<file path="src/rtl/serial_sched_pkg.sv">
// Shared types for the serial round-robin scheduler.
// The FSM states live here so other blocks and benches can decode them.
package serial_sched_pkg;

   typedef enum logic [1:0] {
      IDLE = 2'd0,
      SEND = 2'd1,
      DONE = 2'd2
   } state_t;

endpackage

</file>
<file path="src/rtl/serial_rr_sched_rr_pick.sv">
// Combinational rotating-priority picker: first set req bit after last_ptr, modulo N_REQ.
// No state; handles non-power-of-2 N_REQ by explicit wrap subtraction.
module rr_pick #(
   parameter int N_REQ = 4,
   parameter int IDX_W = $clog2(N_REQ)
) (
   input  logic [N_REQ-1:0] req,
   input  logic [IDX_W-1:0] last_ptr,
   output logic             any,
   output logic [IDX_W-1:0] idx,
   output logic [N_REQ-1:0] onehot
);

   int               cand;
   logic [IDX_W-1:0] cidx;

   always_comb begin
      any    = 1'b0;
      idx    = '0;
      onehot = '0;
      cand   = 0;
      cidx   = '0;
      // Offset 1..N_REQ from the last winner, so the last winner is checked last.
      for (int k = 1; k <= N_REQ; k++) begin
         cand = int'(last_ptr) + k;
         if (cand >= N_REQ) begin
            cand = cand - N_REQ;
         end
         cidx = cand[IDX_W-1:0];
         if (!any && req[cidx]) begin
            any = 1'b1;
            idx = cidx;
         end
      end
      if (any) begin
         onehot[idx] = 1'b1;
      end
   end

endmodule

</file>
<file path="src/rtl/serial_rr_sched.sv">
// Round-robin scheduler sharing one bit-serial channel; frames go out LSB-first.
// Grant one cycle after a request is seen in IDLE; ser_ready low stalls the shift in place.
module serial_rr_sched
   import serial_sched_pkg::*;
#(
   parameter int N_REQ     = 4,
   parameter int FRAME_LEN = 8
) (
   input  logic                         clk,
   input  logic                         rst,
   input  logic [N_REQ-1:0]             req,
   input  logic [N_REQ*FRAME_LEN-1:0]   frame,
   output logic [N_REQ-1:0]             gnt,
   output logic [N_REQ-1:0]             done,
   output logic                         ser_out,
   output logic                         ser_valid,
   input  logic                         ser_ready,
   output logic                         busy
);

   localparam int PW = $clog2(N_REQ);
   localparam int CW = $clog2(FRAME_LEN);

   state_t                 state;
   state_t                 state_nxt;
   logic [PW-1:0]          last_ptr;
   logic [PW-1:0]          win_idx;
   logic [FRAME_LEN-1:0]   shreg;
   logic [CW-1:0]          count;
   logic [N_REQ-1:0]       gnt_r;
   logic                   last_bit;

   logic                   pick_any;
   logic [PW-1:0]          pick_idx;
   logic [N_REQ-1:0]       pick_onehot;
   logic [FRAME_LEN-1:0]   frames [N_REQ];

   always_comb begin
      for (int i = 0; i < N_REQ; i++) begin
         frames[i] = frame[i*FRAME_LEN +: FRAME_LEN];
      end
   end

   rr_pick #(.N_REQ(N_REQ), .IDX_W(PW)) u_pick (
      .req      (req),
      .last_ptr (last_ptr),
      .any      (pick_any),
      .idx      (pick_idx),
      .onehot   (pick_onehot)
   );

   assign last_bit = (count == CW'(FRAME_LEN - 1));

   always_comb begin
      state_nxt = state;
      case (state)
         IDLE:    if (pick_any) state_nxt = SEND;
         SEND:    if (ser_ready && last_bit) state_nxt = DONE;
         DONE:    state_nxt = IDLE;
         default: state_nxt = IDLE;
      endcase
   end

   always_ff @(posedge clk) begin
      if (rst) begin
         state    <= IDLE;
         last_ptr <= PW'(N_REQ - 1);
         win_idx  <= '0;
         shreg    <= '0;
         count    <= '0;
         gnt_r    <= '0;
      end else begin
         state <= state_nxt;
         case (state)
            IDLE: begin
               if (pick_any) begin
                  shreg   <= frames[pick_idx];
                  gnt_r   <= pick_onehot;
                  win_idx <= pick_idx;
                  count   <= '0;
               end
            end
            SEND: begin
               if (ser_ready) begin
                  shreg <= shreg >> 1;
                  // Wrap to zero on the last bit so count never reaches FRAME_LEN.
                  count <= last_bit ? '0 : count + 1'b1;
               end
            end
            DONE: begin
               last_ptr <= win_idx;
               gnt_r    <= '0;
            end
            default: ;
         endcase
      end
   end

   assign gnt       = gnt_r;
   assign done      = (state == DONE) ? gnt_r : '0;
   assign ser_valid = (state == SEND);
   assign ser_out   = (state == SEND) & shreg[0];
   assign busy      = (state != IDLE);

endmodule

</file>
<file path="config.mk">
export PLATFORM = sky130hd
export DESIGN_NAME = serial_rr_sched
export DESIGN_NICKNAME = d
export VERILOG_FILES = /design/src/rtl/serial_sched_pkg.sv /design/src/rtl/serial_rr_sched_rr_pick.sv /design/src/rtl/serial_rr_sched.sv
export SDC_FILE = /design/constraint.sdc
export NUM_CORES = 1
export LEC_CHECK = 0
export ABC_AREA = 0
export CORE_MARGIN = 5
export CORE_UTILIZATION = 40
export CTS_CLUSTER_SIZE = 30
export DETAILED_ROUTE_END_ITERATION = 6
export PLACE_DENSITY = 0.71
export SLEW_MARGIN = 10
export SYNTH_ARGS = -nofsm -noshare
export SYNTH_HDL_FRONTEND = slang
export SYNTH_SLANG_ARGS = --single-unit
</file>
<file path="constraint.sdc">
create_clock -name clk -period 3.4 [get_ports clk]
set_input_delay 0.68 -clock clk [delete_from_list [all_inputs] [get_ports clk]]
set_output_delay 0.68 -clock clk [all_outputs]
set_load 0.05 [all_outputs]
</file>
==> results.py, run 1 <==
metrics = {
    "timing": {
        "report.final.hold_viol_count": 0,
        "finalSetupTns_ps": 0,
        "post-route-min-period_ps": 2943,
        "grt_setup_unrepaired": "no",
        "max_freq_mhz": 339.8,
        "slew_viol_final": 0,
        "finalCritPeriodShare_pct": 86.55,
        "worst_pin_slew_ps": 1157,
        "max-slew-margin-rel_pct": 22.32,
        "clock-skew-final_ps": 2.900,
        "finalSetupViolCount": 0,
    },
    "cts": {
        "worst_setup_hold_path_clk_slew_ps": 80,
        "postCtsSetupRepairBufs": 0,
        "clockBufferDepth": 2,
        "cts_tree": "done",
        "postcts_resize_cnt": 0,
        "cts_inserted_buffers": 3,
        "cts_htree_levels": 1,
        "cts.hold.buffers_added": 0,
        "clk_latency_ps": 260,
        "clkSinkCount": 21,
        "ctsRootBufferMaster": "sky130_fd_sc_hd__clkbuf_8",
    },
    "setup_path": {
        "crit_path_start_kind": "flip-flop",
        "cp_slowest_stage_delay_ps": 810,
        "crit_path_cell_trace": "nor2b_1 > buf_4 > and2_1 > clkdlybuf4s50_1",
        "required_worst_endpoint_ps": 2720,
        "cp_slowest_cell": "sky130_fd_sc_hd__clkdlybuf4s50_1",
        "worst-r2r-cell-count": 6,
        "critPathCaptureType": "output port",
        "critPathArrivalTime_ps": 2260,
        "worst-path-max-fanout": 14,
        "critPathKind": "reg -> out",
        "regToRegSetupSlack_ps": 1540,
    },
    "final_layout": {
        "final_layout_size_suffix_gt1_share_pct": 9.211,
        "final_net_count": 270,
        "antenna_cells": 0,
        "synthToLayoutAreaGrowth_pct": 37.40,
    },
    "yosys": {
        "post_synth_xor_area_fraction_pct": 0,
        "post_synthesis_register_bit_count": 21,
        "synth_top_family_by_area": "compound AO/OA/AOI/OAI gates",
        "synth-seq-area-share_pct": 27.68,
        "synth-main-ff-cell": "sky130_fd_sc_hd__dfxtp_1",
        "synth_edf_count": 0,
        "synth_compound_area_share_pct": 34.10,
        "post_synth.cell_area_avg_um2": 8.300,
        "synth_simple_gate_area_share_pct": 31.30,
        "synth_cell_types": 44,
        "post_synth_fa_ha_maj_area_fraction_pct": 1.647,
        "syn_area_um2": 1519,
        "synthMuxAreaShare_pct": 0.6590,
        "synth.yosys.warnings": 0,
        "ys_async_sr_fraction_pct": 0,
        "mapped_cells": 183,
        "postSynthNetCount": 224,
    },
    "floorplanning": {
        "floorplan.initialDensity_pct": 41.49,
        "pin_count": 50,
        "core-area_um2": 3661,
        "die_area_um2": 5129,
        "die_height_um": 71.62,
        "die_x_um": 71.62,
        "rows": 22,
    },
    "grt": {
        "grt_pass1_wl_um": 7817,
        "grt_antenna_before_repair": 0,
        "gr-usage-all-layers_pct": 18.68,
        "grt_start_max_net_pins": 24,
        "first_global_vias": 1643,
        "grt_remaining_overflow": 0,
    },
    "power": {
        "p_int_mw": 0.4485,
        "power_per_cell_area_nw_per_um2": 314.1,
        "power.share.sequential_pct": 42.5,
        "power_frac_comb_pct": 32.2,
        "leakage_nw": 0.7473,
        "vdd_drop_max_mv": 0.2122,
        "p_clk_share_pct": 25.4,
        "switching_share_pct": 31.59,
        "netSwitchingPower_mw": 0.2071,
        "total_power_mw": 0.6556,
    },
    "drt": {
        "route.vias.total": 1679,
        "route.detailed.vias_per_inst": 6.083,
        "drt-total-wl_um": 4766,
        "drc": 0,
        "drtAntennaViolNets": 0,
        "routed_wire_length_per_instance_um": 17.27,
        "detailedRoute.firstIterationViolations": 168,
        "drt_pre_antenna_iters": 4,
    },
    "flow_run": {
        "max-cap-violations": 0,
    },
    "worst_hold_path": {
        "hold_path_depth": 2,
        "worstHoldPathType": "reg -> reg",
    },
    "placement": {
        "hpwlAfterDp_um": 3434,
        "port_buffers": 49,
        "finalWeightedCongestion": 0.7971,
    },
    "status": {
        "result_of_the_run": "complete, no violations",
    },
}
[registers in the layout, summed over array words and instances, names as in the netlist]
name and flops:
shreg 8, state 2, win_idx 2, last_ptr 2, gnt 4, count 3
[cells by family after synthesis]
kind of cell    after synthesis
buf+inv                      14
compound gates               69
flops                        21
simple gates                 76
mux                           1
fa+ha+maj                     2
[Yosys cell counts, types with 2 or more instances]
cell	instances	share of area, %
sky130_fd_sc_hd__o21bai_1	7	3.5
sky130_fd_sc_hd__nor2b_1	5	2.1
sky130_fd_sc_hd__dfxtp_1	21	28
sky130_fd_sc_hd__or2_1	2	0.82
sky130_fd_sc_hd__a21o_1	3	1.5
sky130_fd_sc_hd__nand2_1	13	3.2
sky130_fd_sc_hd__nand3_1	4	1.3
sky130_fd_sc_hd__clkbuf_1	5	1.2
sky130_fd_sc_hd__o31ai_1	15	7.4
sky130_fd_sc_hd__nand2b_1	3	1.2
sky130_fd_sc_hd__nor3b_1	9	4.4
sky130_fd_sc_hd__o21ai_1	2	0.66
sky130_fd_sc_hd__ha_1	2	1.6
sky130_fd_sc_hd__nor3_1	2	0.66
sky130_fd_sc_hd__nand4_1	15	6.2
sky130_fd_sc_hd__a21oi_1	13	4.3
sky130_fd_sc_hd__a41oi_1	7	4.0
sky130_fd_sc_hd__buf_2	5	1.6
sky130_fd_sc_hd__and2_1	5	2.1
sky130_fd_sc_hd__o31a_1	7	4.0
sky130_fd_sc_hd__nor2_1	10	2.5
sky130_fd_sc_hd__buf_4	3	1.5
sky130_fd_sc_hd__nor3_2	2	1.3
sky130_fd_sc_hd__a211o_1	3	1.7
[routing by layer]
metal  vias to the layer above  global-route usage, %  wire, µm
met3                         6                  3.086       377
met4                         0                  3.967        53
met1                       808                  25.66      2099
li1                        803                      -         -
met5                         -                      0         0
met2                        62                  30.71      2237
[power groups by stage]
stage / Combinational (mW) / Sequential, mW / Clock [mW]
2_1_floorplan: 0.117 / 0.288 / 0
3_3_place_gp: 0.206 / 0.282 / 0
3_5_place_dp: 0.211 / 0.283 / 0
4_1_cts: 0.211 / 0.278 / 0.170
5_1_grt: 0.229 / 0.280 / 0.178
6_report: 0.211 / 0.278 / 0.166
[path summary, 6_finish.rpt]
path,from,to
setup / recovery,state[1]$_SDFFE_PP0P_,done[2]
hold / removal,count[1]$_SDFFE_PP0P_,count[1]$_SDFFE_PP0P_
setup reg to reg,state[0]$_SDFFE_PP0P_,shreg[4]$_SDFFE_PP0P_
hold reg to reg,count[1]$_SDFFE_PP0P_,count[1]$_SDFFE_PP0P_
[area by class of cell]
type,count,area [µm²]
fill,347,1574
multi-input combinational,148,1028
clock buffer,3,41.29
sequential,21,420.4
timing repair buffer,54,528.0
clock inverter,1,5.005
tap,48,60.06
inverter,1,3.754
[cells in the final DEF (no fill, tap or decap), types with 2 or more instances in the layout]
cell and instances:
sky130_fd_sc_hd__a21oi_1 13, sky130_fd_sc_hd__nor3b_1 9, sky130_fd_sc_hd__nor2_1 10, sky130_fd_sc_hd__nand2b_1 3
sky130_fd_sc_hd__nand2_1 13, sky130_fd_sc_hd__and2_1 5, sky130_fd_sc_hd__a211o_1 3, sky130_fd_sc_hd__clkbuf_8 3
sky130_fd_sc_hd__or2_1 2, sky130_fd_sc_hd__o21bai_1 7, sky130_fd_sc_hd__buf_4 5, sky130_fd_sc_hd__a21o_1 3
sky130_fd_sc_hd__ha_1 2, sky130_fd_sc_hd__o21ai_1 2, sky130_fd_sc_hd__nor2b_1 5, sky130_fd_sc_hd__nor3_1 2
sky130_fd_sc_hd__a41oi_1 7, sky130_fd_sc_hd__o31ai_1 15, sky130_fd_sc_hd__o31a_1 7, sky130_fd_sc_hd__nand3_1 4
sky130_fd_sc_hd__nand4_1 15, sky130_fd_sc_hd__clkdlybuf4s50_1 49, sky130_fd_sc_hd__nor3_2 2, sky130_fd_sc_hd__dfxtp_1 21
[metrics by stage]
step | cell area (µm²) | setup slack [ps] | hold WS [ps] | cells | utilization (%)
after detailed placement | 2041 | 564.6 | 454.1 | 272 | 55.74
after global routing | 2087 | 398.0 | 492.9 | 276 | 57.01
after CTS | 2087 | 476.6 | 465.1 | 276 | 57.01
after floorplan | 1519 | 732.3 | 435.6 | 183 | -
after global placement | 2041 | 631.9 | 446.0 | 272 | 55.74
final | 2087 | 457.3 | 463.3 | 276 | 57.01
[worst max-delay path, delay by kind of cell, from the launching register on]
kind,cells,cell delay (ps)
buffers and inverters,2,990
DFF,1,670
and+or+nand+nor,2,340
(Power assumes the default switching activity.)
==> run 2: changes to the inputs <==
ABC_AREA = 1   (was 0)
==> run 2 against run 1 <==
Net effect:
- flip-flop and latch count stayed put
- routed wire length down 19%
- clock power down 4%
- combinational power is 2% lower
- final area is 0.78% lower
- largest power group unchanged
==> results.py, run 2 <==
metrics = {
    "setup_path": {
        "required_worst_endpoint_ps": 2720,
        "crit_path_start_kind": "flip-flop",
        "critPathCaptureType": "output port",
        "worst-path-max-fanout": 13,
        "critPathArrivalTime_ps": 2130,
        "critPathKind": "reg -> out",
    },
    "yosys": {
        "post_synth_most_frequent_cells": "sky130_fd_sc_hd__nand2_1, sky130_fd_sc_hd__nand3_1, sky130_fd_sc_hd__dfxtp_1",
        "post_synth.cell_area_avg_um2": 6.546,
        "synth_top_family_by_area": "simple AND/OR/NAND/NOR gates",
        "synth-main-ff-cell": "sky130_fd_sc_hd__dfxtp_1",
        "synth_simple_gate_area_share_pct": 45.89,
        "post_synth_fa_ha_maj_area_fraction_pct": 1.613,
        "synth_most_common_cell": "sky130_fd_sc_hd__nand2_1",
        "post_synth_xor_area_fraction_pct": 0,
        "synth_compound_area_share_pct": 14.68,
        "yosysTopAreaCell": "sky130_fd_sc_hd__dfxtp_1",
        "synth_edf_count": 0,
        "synth_cell_types": 25,
        "post-synth-top-area-fraction_pct": 27.10,
        "synth-seq-area-share_pct": 27.10,
        "post_synthesis_register_bit_count": 21,
        "synthMuxAreaShare_pct": 0,
        "synth.yosys.warnings": 0,
        "postSynthNetCount": 278,
        "synthTopCellsByArea": "sky130_fd_sc_hd__dfxtp_1, sky130_fd_sc_hd__nand3_1, sky130_fd_sc_hd__nand2_1, sky130_fd_sc_hd__nand2_2, sky130_fd_sc_hd__a21oi_1",
        "mapped_cells": 237,
        "ys_async_sr_fraction_pct": 0,
        "syn_area_um2": 1551,
    },
    "power": {
        "total_power_mw": 0.6416,
        "switching_share_pct": 31.41,
        "power_frac_comb_pct": 32.3,
        "power_per_cell_area_nw_per_um2": 309.8,
        "p_int_mw": 0.4401,
        "power.share.sequential_pct": 43.0,
        "leakage_nw": 0.8948,
        "p_clk_share_pct": 24.8,
        "vdd_drop_max_mv": 0.2548,
        "netSwitchingPower_mw": 0.2015,
    },
    "floorplanning": {
        "die_area_um2": 5224,
        "core-area_um2": 3716,
        "rows": 22,
        "pin_count": 50,
        "floorplan.initialDensity_pct": 41.75,
        "die_x_um": 72.28,
        "die_height_um": 72.28,
    },
    "cts": {
        "worst_setup_hold_path_clk_slew_ps": 70,
        "clkSinkCount": 21,
        "cts_htree_levels": 1,
        "clk_latency_ps": 250,
        "ctsRootBufferMaster": "sky130_fd_sc_hd__clkbuf_8",
        "clockBufferDepth": 2,
        "cts.hold.buffers_added": 0,
        "postcts_resize_cnt": 0,
        "cts_tree": "done",
        "cts_inserted_buffers": 3,
        "postCtsSetupRepairBufs": 0,
    },
    "drt": {
        "drt-total-wl_um": 3884,
        "drtAntennaViolNets": 0,
        "routed_wire_length_per_instance_um": 11.84,
        "drt_pre_antenna_iters": 4,
        "route.detailed.vias_per_inst": 4.924,
        "detailedRoute.firstIterationViolations": 123,
        "drc": 0,
        "route.vias.total": 1615,
    },
    "flow_run": {
        "max-cap-violations": 0,
    },
    "timing": {
        "max-slew-margin-rel_pct": 65.46,
        "report.final.hold_viol_count": 0,
        "clock-skew-final_ps": 0.9626,
        "slew_viol_final": 0,
        "worst_pin_slew_ps": 516.5,
        "post-route-min-period_ps": 2813,
        "worst_slack_ps": 587.2,
        "finalSetupTns_ps": 0,
        "max_freq_mhz": 355.5,
        "grt_setup_unrepaired": "no",
        "finalCritPeriodShare_pct": 82.73,
        "finalSetupViolCount": 0,
    },
    "final_layout": {
        "register_ranked_first_by_flip_flop_count": "shreg",
        "antenna_cells": 0,
        "layout.cells.most_common": "sky130_fd_sc_hd__nand2_1",
        "largest_register_ff_count": 8,
        "final_net_count": 322,
        "synthToLayoutAreaGrowth_pct": 33.47,
        "final_layout_size_suffix_gt1_share_pct": 14.29,
        "finish.cell_count_without_fillers": 328,
        "layout_common_cells": "sky130_fd_sc_hd__nand2_1, sky130_fd_sc_hd__nand3_1, sky130_fd_sc_hd__clkdlybuf4s50_1",
    },
    "grt": {
        "grt_start_max_net_pins": 19,
        "first_global_vias": 1586,
        "gr-usage-all-layers_pct": 15.71,
        "grt_antenna_before_repair": 0,
        "grt_pass1_wl_um": 6844,
        "grt_remaining_overflow": 0,
    },
    "status": {
        "result_of_the_run": "complete, no violations",
    },
    "worst_hold_path": {
        "worstHoldPathType": "reg -> reg",
    },
    "placement": {
        "hpwlAfterDp_um": 2981,
        "placedCellCount": 324,
        "port_buffers": 49,
        "dpl_worst_slack_ps": 708.1,
        "finalWeightedCongestion": 0.8232,
    },
}
[run 2: layout make-up]
cell class	count	area, µm²
Tap cell	48	60.06
Fill cell	387	1645
Multi-Input combinational cell	183	964.7
Sequential cell	21	420.4
Timing Repair Buffer	50	498.0
Inverter	22	82.58
Clock buffer	4	45.04
[run 2: cell families after synthesis]
family | count (synthesis)
fa+ha+maj | 2
simple gates | 143
compound gates | 38
buf+inv | 33
flops | 21
[run 2: path summary, 6_finish.rpt]
check / start / end / slack [ps] / cells past startpoint
worst max-delay path: state[0]$_SDFFE_PP0P_ / ser_out / 590 / 6
worst min-delay path: shreg[7]$_SDFFE_PP0P_ / shreg[7]$_SDFFE_PP0P_ / 480 / 2
worst max register to register: last_ptr[0]$_SDFFE_PP1P_ / shreg[2]$_SDFFE_PP0P_ / 1170 / 12
worst min register to register: shreg[7]$_SDFFE_PP0P_ / shreg[7]$_SDFFE_PP0P_ / 480 / 2
[run 2: worst max-delay path: stages (launching register included)]
cell                              delay, ps
sky130_fd_sc_hd__dfxtp_1                330
sky130_fd_sc_hd__inv_1                   50
sky130_fd_sc_hd__nor2_1                  80
sky130_fd_sc_hd__buf_4                  190
sky130_fd_sc_hd__clkinv_1               260
sky130_fd_sc_hd__nor2_1                 160
sky130_fd_sc_hd__clkdlybuf4s50_1        820
[run 2: stage by stage]
stage | util [%] | instance area [µm²] | hold WS [ps]
after global placement | 54.51 | 2026 | 464.7
after floorplan | - | 1551 | 446.3
after global routing | 55.72 | 2071 | 496.5
after detailed placement | 54.51 | 2026 | 467.6
after CTS | 55.72 | 2071 | 479.4
final | 55.72 | 2071 | 478.1
[run 2: metal layers]
| layer | part of all wire (%) | track usage, % | vias up |
|---|---|---|---|
| li1 | - | - | 871 |
| met1 | 48 | 20.56 | 702 |
| met2 | 46 | 27.20 | 40 |
| met3 | 5.7 | 3.324 | 2 |
| met4 | 0.33 | 1.879 | 0 |
| met5 | 0 | 0 | - |
[run 2: power by group through the flow]
stage	Combinational (mW)	Sequential [mW]	Clock [mW]
after floorplan	0.130	0.287	0
after global placement	0.208	0.281	0
after detailed placement	0.208	0.281	0
after CTS	0.209	0.276	0.166
after global routing	0.230	0.279	0.176
final	0.207	0.276	0.159
